[src/rtl/fetch_pc_pkg.sv]
// -----------------------------------------------------------------------------
// fetch_pc_pkg
// Shared definitions for the fetch-PC stage: default reset vector, fetch and
// bundle field widths, the bundle record handed to decode, and the helper that
// aligns a fetch PC to the 64-bit instruction-pair address.
// Optional feature macro used by this slice: FETCH_SKID_BUF_EN.
// -----------------------------------------------------------------------------
package fetch_pc_pkg;

    localparam logic [31:0] RESET_VECTOR_DEFAULT = 32'h8000_0000;

    localparam int PC_W    = 32;
    localparam int INST_W  = 64;   // one fetch = one instruction pair
    localparam int PRED_W  = 2;    // one predicted-taken bit per slot

    // Everything decode receives alongside fetch_valid_o.
    typedef struct packed {
        logic [INST_W-1:0] instr;
        logic [PC_W-1:0]   pc;
        logic [PRED_W-1:0] pred;
        logic              fault;
    } fetch_bundle_t;

    localparam int BUNDLE_W = $bits(fetch_bundle_t);

    // The cache is addressed per 8-byte instruction pair.
    function automatic logic [PC_W-1:0] icache_line_addr(input logic [PC_W-1:0] pc);
        return {pc[PC_W-1:3], 3'b000};
    endfunction

endpackage

[src/rtl/fetch_skid.sv]
// -----------------------------------------------------------------------------
// fetch_skid
// One-entry skid buffer between the instruction cache response and decode.
// Captures a live bundle when decode is not ready, presents it until decode
// accepts, and is discarded on a redirect. Only built with FETCH_SKID_BUF_EN.
//
// Ports
//   clk_i, rst_i   clock, asynchronous active-high reset
//   flush_i        redirect: drop any held bundle
//   in_valid_i     live bundle valid this cycle
//   in_data_i      live bundle (fetch_bundle_t, packed)
//   out_accept_i   decode ready
//   full_o         buffer holds a bundle
//   out_data_o     held bundle
// -----------------------------------------------------------------------------
module fetch_skid
    import fetch_pc_pkg::*;
(
    input  logic                clk_i,
    input  logic                rst_i,
    input  logic                flush_i,
    input  logic                in_valid_i,
    input  logic [BUNDLE_W-1:0] in_data_i,
    input  logic                out_accept_i,
    output logic                full_o,
    output logic [BUNDLE_W-1:0] out_data_o
);

    logic                full_q, full_d;
    logic [BUNDLE_W-1:0] data_q, data_d;

    always_comb begin
        // NOTE: every signal gets a default first so no path leaves it unassigned (no latch).
        full_d = full_q;
        data_d = data_q;
        if (flush_i) begin
            full_d = 1'b0;
        end else if (full_q) begin
            if (out_accept_i) full_d = 1'b0;
        end else if (in_valid_i && !out_accept_i) begin
            full_d = 1'b1;
            data_d = in_data_i;
        end
    end

    always_ff @(posedge clk_i or posedge rst_i) begin
        // NOTE: state registers use non-blocking assignment so all flops update together.
        if (rst_i) full_q <= 1'b0;
        else       full_q <= full_d;
    end

    // NOTE: payload is qualified by full_q, so it carries no reset.
    always_ff @(posedge clk_i) begin
        data_q <= data_d;
    end

    assign full_o     = full_q;
    assign out_data_o = data_q;

endmodule

[src/rtl/fetch_pc.sv]
// -----------------------------------------------------------------------------
// fetch_pc
// Fetch-PC stage: holds the current fetch PC, issues one outstanding 64-bit
// instruction-cache read at a time, follows the next-PC predictor, redirects
// on branch requests (discarding any in-flight response) and forwards the
// response bundle to decode.
// Configuration: define FETCH_SKID_BUF_EN to add a one-entry skid buffer so
// decode may stall on a response; otherwise a request is only issued while
// decode is ready.
//
// Ports
//   clk_i, rst_i                 clock, asynchronous active-high reset
//   branch_request_i/branch_pc_i redirect and its target
//   next_pc_f_i, next_taken_f_i  predictor's next PC / taken bits for pc_f_o
//   pc_f_o, pc_accept_o          current fetch PC, PC accepted this cycle
//   icache_rd_o, icache_pc_o     cache read request and aligned address
//   icache_accept_i              cache took the request
//   icache_valid_i/_error_i/_inst_i  cache response
//   fetch_valid_o, fetch_accept_i    bundle handshake with decode
//   fetch_instr_o/_pc_o/_pred_o/_fault_o  bundle fields
// -----------------------------------------------------------------------------
module fetch_pc
    import fetch_pc_pkg::*;
#(
    parameter logic [31:0] RESET_VECTOR = RESET_VECTOR_DEFAULT
) (
    input  logic        clk_i,
    input  logic        rst_i,
    input  logic        branch_request_i,
    input  logic [31:0] branch_pc_i,
    input  logic [31:0] next_pc_f_i,
    input  logic [1:0]  next_taken_f_i,
    output logic [31:0] pc_f_o,
    output logic        pc_accept_o,
    output logic        icache_rd_o,
    output logic [31:0] icache_pc_o,
    input  logic        icache_accept_i,
    input  logic        icache_valid_i,
    input  logic        icache_error_i,
    input  logic [63:0] icache_inst_i,
    output logic        fetch_valid_o,
    input  logic        fetch_accept_i,
    output logic [63:0] fetch_instr_o,
    output logic [31:0] fetch_pc_o,
    output logic [1:0]  fetch_pred_o,
    output logic        fetch_fault_o
);

    logic [31:0] pc_q, pc_d;
    logic [31:0] req_pc_q, req_pc_d;
    logic [1:0]  req_pred_q, req_pred_d;
    logic        busy_q, busy_d;
    logic        drop_q, drop_d;

    logic          skid_full;
    logic          resp_valid;
    logic          live_valid;
    fetch_bundle_t live_bundle;
    fetch_bundle_t out_bundle;

    // A response only counts while a request is outstanding; a late response
    // for a request abandoned by reset is ignored.
    assign resp_valid = icache_valid_i & busy_q;
    assign live_valid = resp_valid & ~drop_q & ~branch_request_i;

    always_comb begin
        live_bundle.instr = icache_inst_i;
        live_bundle.pc    = req_pc_q;
        live_bundle.pred  = req_pred_q;
        live_bundle.fault = icache_error_i;
    end

`ifdef FETCH_SKID_BUF_EN
    logic [BUNDLE_W-1:0] skid_data;

    fetch_skid u_skid (
        .clk_i        (clk_i),
        .rst_i        (rst_i),
        .flush_i      (branch_request_i),
        .in_valid_i   (live_valid),
        .in_data_i    (live_bundle),
        .out_accept_i (fetch_accept_i),
        .full_o       (skid_full),
        .out_data_o   (skid_data)
    );

    assign icache_rd_o = ~busy_q & ~skid_full & ~branch_request_i;

    // A held bundle drains before any live response; none can arrive while
    // it is held because a full skid blocks new requests.
    always_comb begin
        fetch_valid_o = live_valid;
        out_bundle    = live_bundle;
        if (skid_full) begin
            fetch_valid_o = ~branch_request_i;
            out_bundle    = fetch_bundle_t'(skid_data);
        end
    end
`else
    assign skid_full = 1'b0;

    // Without a skid the response must be consumed on arrival, so a request
    // is only launched while decode is ready.
    assign icache_rd_o = ~busy_q & ~skid_full & ~branch_request_i & fetch_accept_i;

    always_comb begin
        fetch_valid_o = live_valid;
        out_bundle    = live_bundle;
    end
`endif

    assign pc_accept_o   = icache_rd_o & icache_accept_i;
    assign pc_f_o        = pc_q;
    assign icache_pc_o   = icache_line_addr(pc_q);
    assign fetch_instr_o = out_bundle.instr;
    assign fetch_pc_o    = out_bundle.pc;
    assign fetch_pred_o  = out_bundle.pred;
    assign fetch_fault_o = out_bundle.fault;

    always_comb begin
        pc_d       = pc_q;
        req_pc_d   = req_pc_q;
        req_pred_d = req_pred_q;
        busy_d     = busy_q;
        drop_d     = drop_q;

        if (resp_valid) begin
            busy_d = 1'b0;
            drop_d = 1'b0;
        end

        // Redirect wins over a request (icache_rd_o is already low). Only a
        // response still in flight needs to be marked for discard.
        if (branch_request_i) begin
            pc_d = branch_pc_i;
            if (busy_q && !resp_valid) drop_d = 1'b1;
        end else if (pc_accept_o) begin
            pc_d       = next_pc_f_i;
            busy_d     = 1'b1;
            req_pc_d   = pc_q;
            req_pred_d = next_taken_f_i;
        end
    end

    always_ff @(posedge clk_i or posedge rst_i) begin
        if (rst_i) begin
            pc_q       <= RESET_VECTOR;
            req_pc_q   <= '0;
            req_pred_q <= '0;
            busy_q     <= 1'b0;
            drop_q     <= 1'b0;
        end else begin
            pc_q       <= pc_d;
            req_pc_q   <= req_pc_d;
            req_pred_q <= req_pred_d;
            busy_q     <= busy_d;
            drop_q     <= drop_d;
        end
    end

endmodule

[config.mk]
export PLATFORM = sky130hd
export DESIGN_NAME = fetch_pc
export DESIGN_NICKNAME = d
export VERILOG_FILES = /design/src/rtl/fetch_pc_pkg.sv /design/src/rtl/fetch_skid.sv /design/src/rtl/fetch_pc.sv
export SDC_FILE = /design/constraint.sdc
export NUM_CORES = 1
export LEC_CHECK = 0
export CAP_MARGIN = 20
export CELL_PAD_IN_SITES_DETAIL_PLACEMENT = 1
export CELL_PAD_IN_SITES_GLOBAL_PLACEMENT = 2
export CORE_MARGIN = 3
export CORE_UTILIZATION = 17
export CTS_CLUSTER_SIZE = 14
export DETAILED_ROUTE_END_ITERATION = 12
export PLACE_DENSITY_LB_ADDON = 0.1
export REMOVE_ABC_BUFFERS = 1
export SLEW_MARGIN = 10
export SYNTH_ARGS = -nofsm -noshare
export SYNTH_HDL_FRONTEND = slang
export SYNTH_SLANG_ARGS = --single-unit
[constraint.sdc]
create_clock -name clk_i -period 2.45 [get_ports clk_i]
set_input_delay 0.49 -clock clk_i [delete_from_list [all_inputs] [get_ports clk_i]]
set_output_delay 0.49 -clock clk_i [all_outputs]
set_load 0.005 [all_outputs]
==> flow_summary.json <==
{
  "status": "finished, final reports clean",
  "drtAntennaViolNets": 0,
  "maxSlewViolCount": 0,
  "finalClockSkew_ns": 0.00353,
  "dieArea_sq_mm": 0.0224,
  "holdWs_ns": 0.483,
  "hold_viol": 0,
  "final_common_cell": "clkdlybuf4s50_1",
  "seq_area_frac_synth_pct": 48.6,
  "area_delta_synth_final_pct": 44.2,
  "vias_per_cell": 3.96,
  "layout.nets": 503,
  "synth_warnings": 0,
  "criticalPathCategory": "in -> out",
  "met3RoutedLength_um": 2980,
  "die-width_um": 150,
  "io_buffers": 169,
  "power_frac_comb_pct": 27.9,
  "cts-htree-levels": 3,
  "synth-seq-cells": 68,
  "grt_usage_pct": 12.4,
  "maxSlewHeadroom_pct": 40.8,
  "ys.flop_type": "dfrtp_1",
  "grt_pass1_vias": 2712,
  "worst_pin_slew_ns": 0.886,
  "gp_congestion": 0.646,
  "drc": 0,
  "crit_fanout": 3,
  "syn_inst": 289,
  "hp-class": "reg -> reg",
  "core_area_sq_mm": 0.0198,
  "avgSynthCellArea_sq_um": 12.1,
  "powerDensity_mw_per_mm2": 725,
  "critPathLaunchType": "primary input",
  "setup_viol": 0,
  "fill_cells": 2179,
  "initial_core_util_pct": 17.6,
  "die_h_um": 150,
  "postCtsSetupBuffers": 0,
  "ir_drop_mv": 0.308,
  "clockBufferDepth": 2,
  "fin_crit_ns": 2.36,
  "synthArstFlopShare_pct": 100,
  "wl_met2_um": 4990,
  "swShare_pct": 25.1,
  "antenna_cells": 0,
  "synth-edff-count": 0,
  "grt_pass1_wl_um": 19600,
  "met1Wirelength_um": 5850,
  "dp_hpwl_um": 10800,
  "cp.arrival_ns": 1.87,
  "synth.distinct_cells": 19,
  "multiInputGateArea_sq_um": 985,
  "p_sw_mw": 0.920,
  "antenna_found_initial": 0,
  "max_freq_ghz": 0.424,
  "grt_max_degree": 69,
  "cts_tree": "yes",
  "layout_setup_ws_ns": 0.0893,
  "num_rows": 51,
  "drive_gt1_share_pct": 10.6,
  "pwr-share-clk_pct": 31.6,
  "layout_common_cells": "168 x clkdlybuf4s50_1, 67 x dfrtp_1, 33 x a21o_1, 32 x a22o_1, 20 x mux2_1",
  "leakagePower_nw": 2.19,
  "ios": 303,
  "clk_latency_ns": 0.33,
  "fin_crit_sh_pct": 96.4,
  "cp.required_ns": 1.96,
  "root_buffer": "clkbuf_16",
  "wirelength_um": 14100,
  "cts_made_buffers": 9,
  "cts.sinks": 68,
  "internal-power_mw": 2.74,
  "rsz0062_at_grt": "false",
  "seqCellArea_sq_mm": 0.00170,
  "syn-cell-area_sq_mm": 0.00350,
  "p_seq_share_pct": 40.5,
  "clk_pin_slew_ns": 0.05,
  "wl_per_cell_um": 22.2,
  "place_ws_ns": 0.0165,
  "power_mw": 3.66,
  "overflow": 0,
  "drv_cap": 0,
  "top_layer": "met5",
  "first_iter_violations": 47,
  "endpoint_kind": "output port",
  "first_pass_iters": 4,
  "route.vias.total": 2508
}
==> flip-flops by register name (all words and copies together), names as in the netlist <==
signal and cells:
busy_q 1, pc_f_o 32, fetch_pc_o 32, fetch_pred_o 2
drop_q 1
==> cell usage after synthesis, types with 2 or more instances <==
master | n | area (sq um)
a21o_1 | 33 | 248
a21oi_1 | 2 | 10.0
a22o_1 | 32 | 280
buf_2 | 6 | 30.0
buf_4 | 99 | 743
buf_6 | 2 | 22.5
buf_8 | 2 | 30.0
clkbuf_1 | 3 | 11.3
dfrtp_1 | 67 | 1680
inv_1 | 2 | 7.51
mux2_1 | 20 | 225
mux2_2 | 14 | 158
==> per-layer routing <==
metal | track usage, % | up-vias
li1 | - | 1051
met1 | 15.1 | 1214
met3 | 13.6 | 14
met2 | 13.8 | 225
met5 | 6.36 | -
met4 | 2.61 | 4
==> power by group through the flow <==
stage	logic (mW)	clock network (mW)	registers (mW)
floorplan	0.246	0	1.51
global placement	1.04	0	1.50
detailed placement	1.05	0	1.51
CTS	1.05	1.23	1.49
global route	1.10	1.28	1.52
finish	1.02	1.16	1.48
==> final timing paths <==
check                                start              to  slack, ns  cells past startpoint
setup reg to reg                    busy_q   fetch_pc_o[7]       0.63                      4
hold / removal              fetch_pc_o[20]  fetch_pc_o[20]       0.48                      1
max in group asynchronous            rst_i      pc_f_o[31]       1.52                      3
hold reg to reg             fetch_pc_o[20]  fetch_pc_o[20]       0.48                      1
min in group asynchronous            rst_i  fetch_pc_o[28]       0.53                      3
setup / recovery           icache_accept_i     pc_accept_o       0.09                      3
==> cell type report <==
class / instances / area share [%]
inverters: 2 / 0.173
well taps: 265 / 6.57
clock inverters: 3 / 0.297
flip-flops and latches: 68 / 33.7
clock buffers: 11 / 4.81
repair buffers: 176 / 34.9
multi-input cells: 109 / 19.5
==> worst max-delay path: stages <==
cell	delay [ns]
clkdlybuf4s50_1	0.46
nor4bb_4	0.36
clkdlybuf4s50_1	0.57
==> cells by family (layout without fill, tap and decap cells) <==
logic type             Yosys count  after routing  share of synthesized area [%]
multiplexers                    34             34                           10.9
other                            1              3                          0.107
AO/OA/AOI/OAI                   67             67                           15.4
AND/OR/NAND/NOR                  5              5                          0.857
flip-flops                      68             68                           48.6
buffers and inverters          114            192                           24.1
==> metrics by stage <==
stage | instance area, sq um | util [%] | setup TNS (ns) | instances
finish | 5050 | 25.4 | 0 | 634
global route | 5050 | 25.4 | 0 | 634
CTS | 5050 | 25.4 | 0 | 634
detailed placement | 4790 | 24.1 | 0 | 620
global placement | 4790 | 24.1 | 0 | 620
floorplan | 2670 | - | -387.86 | 179
==> timing repair <==
item	CTS	global route
setup endpoints to repair	0	1
hold endpoints to repair	0	0
hold buffers	0	0
gates resized for setup	0	0
Power figures use the tool's default switching activity.
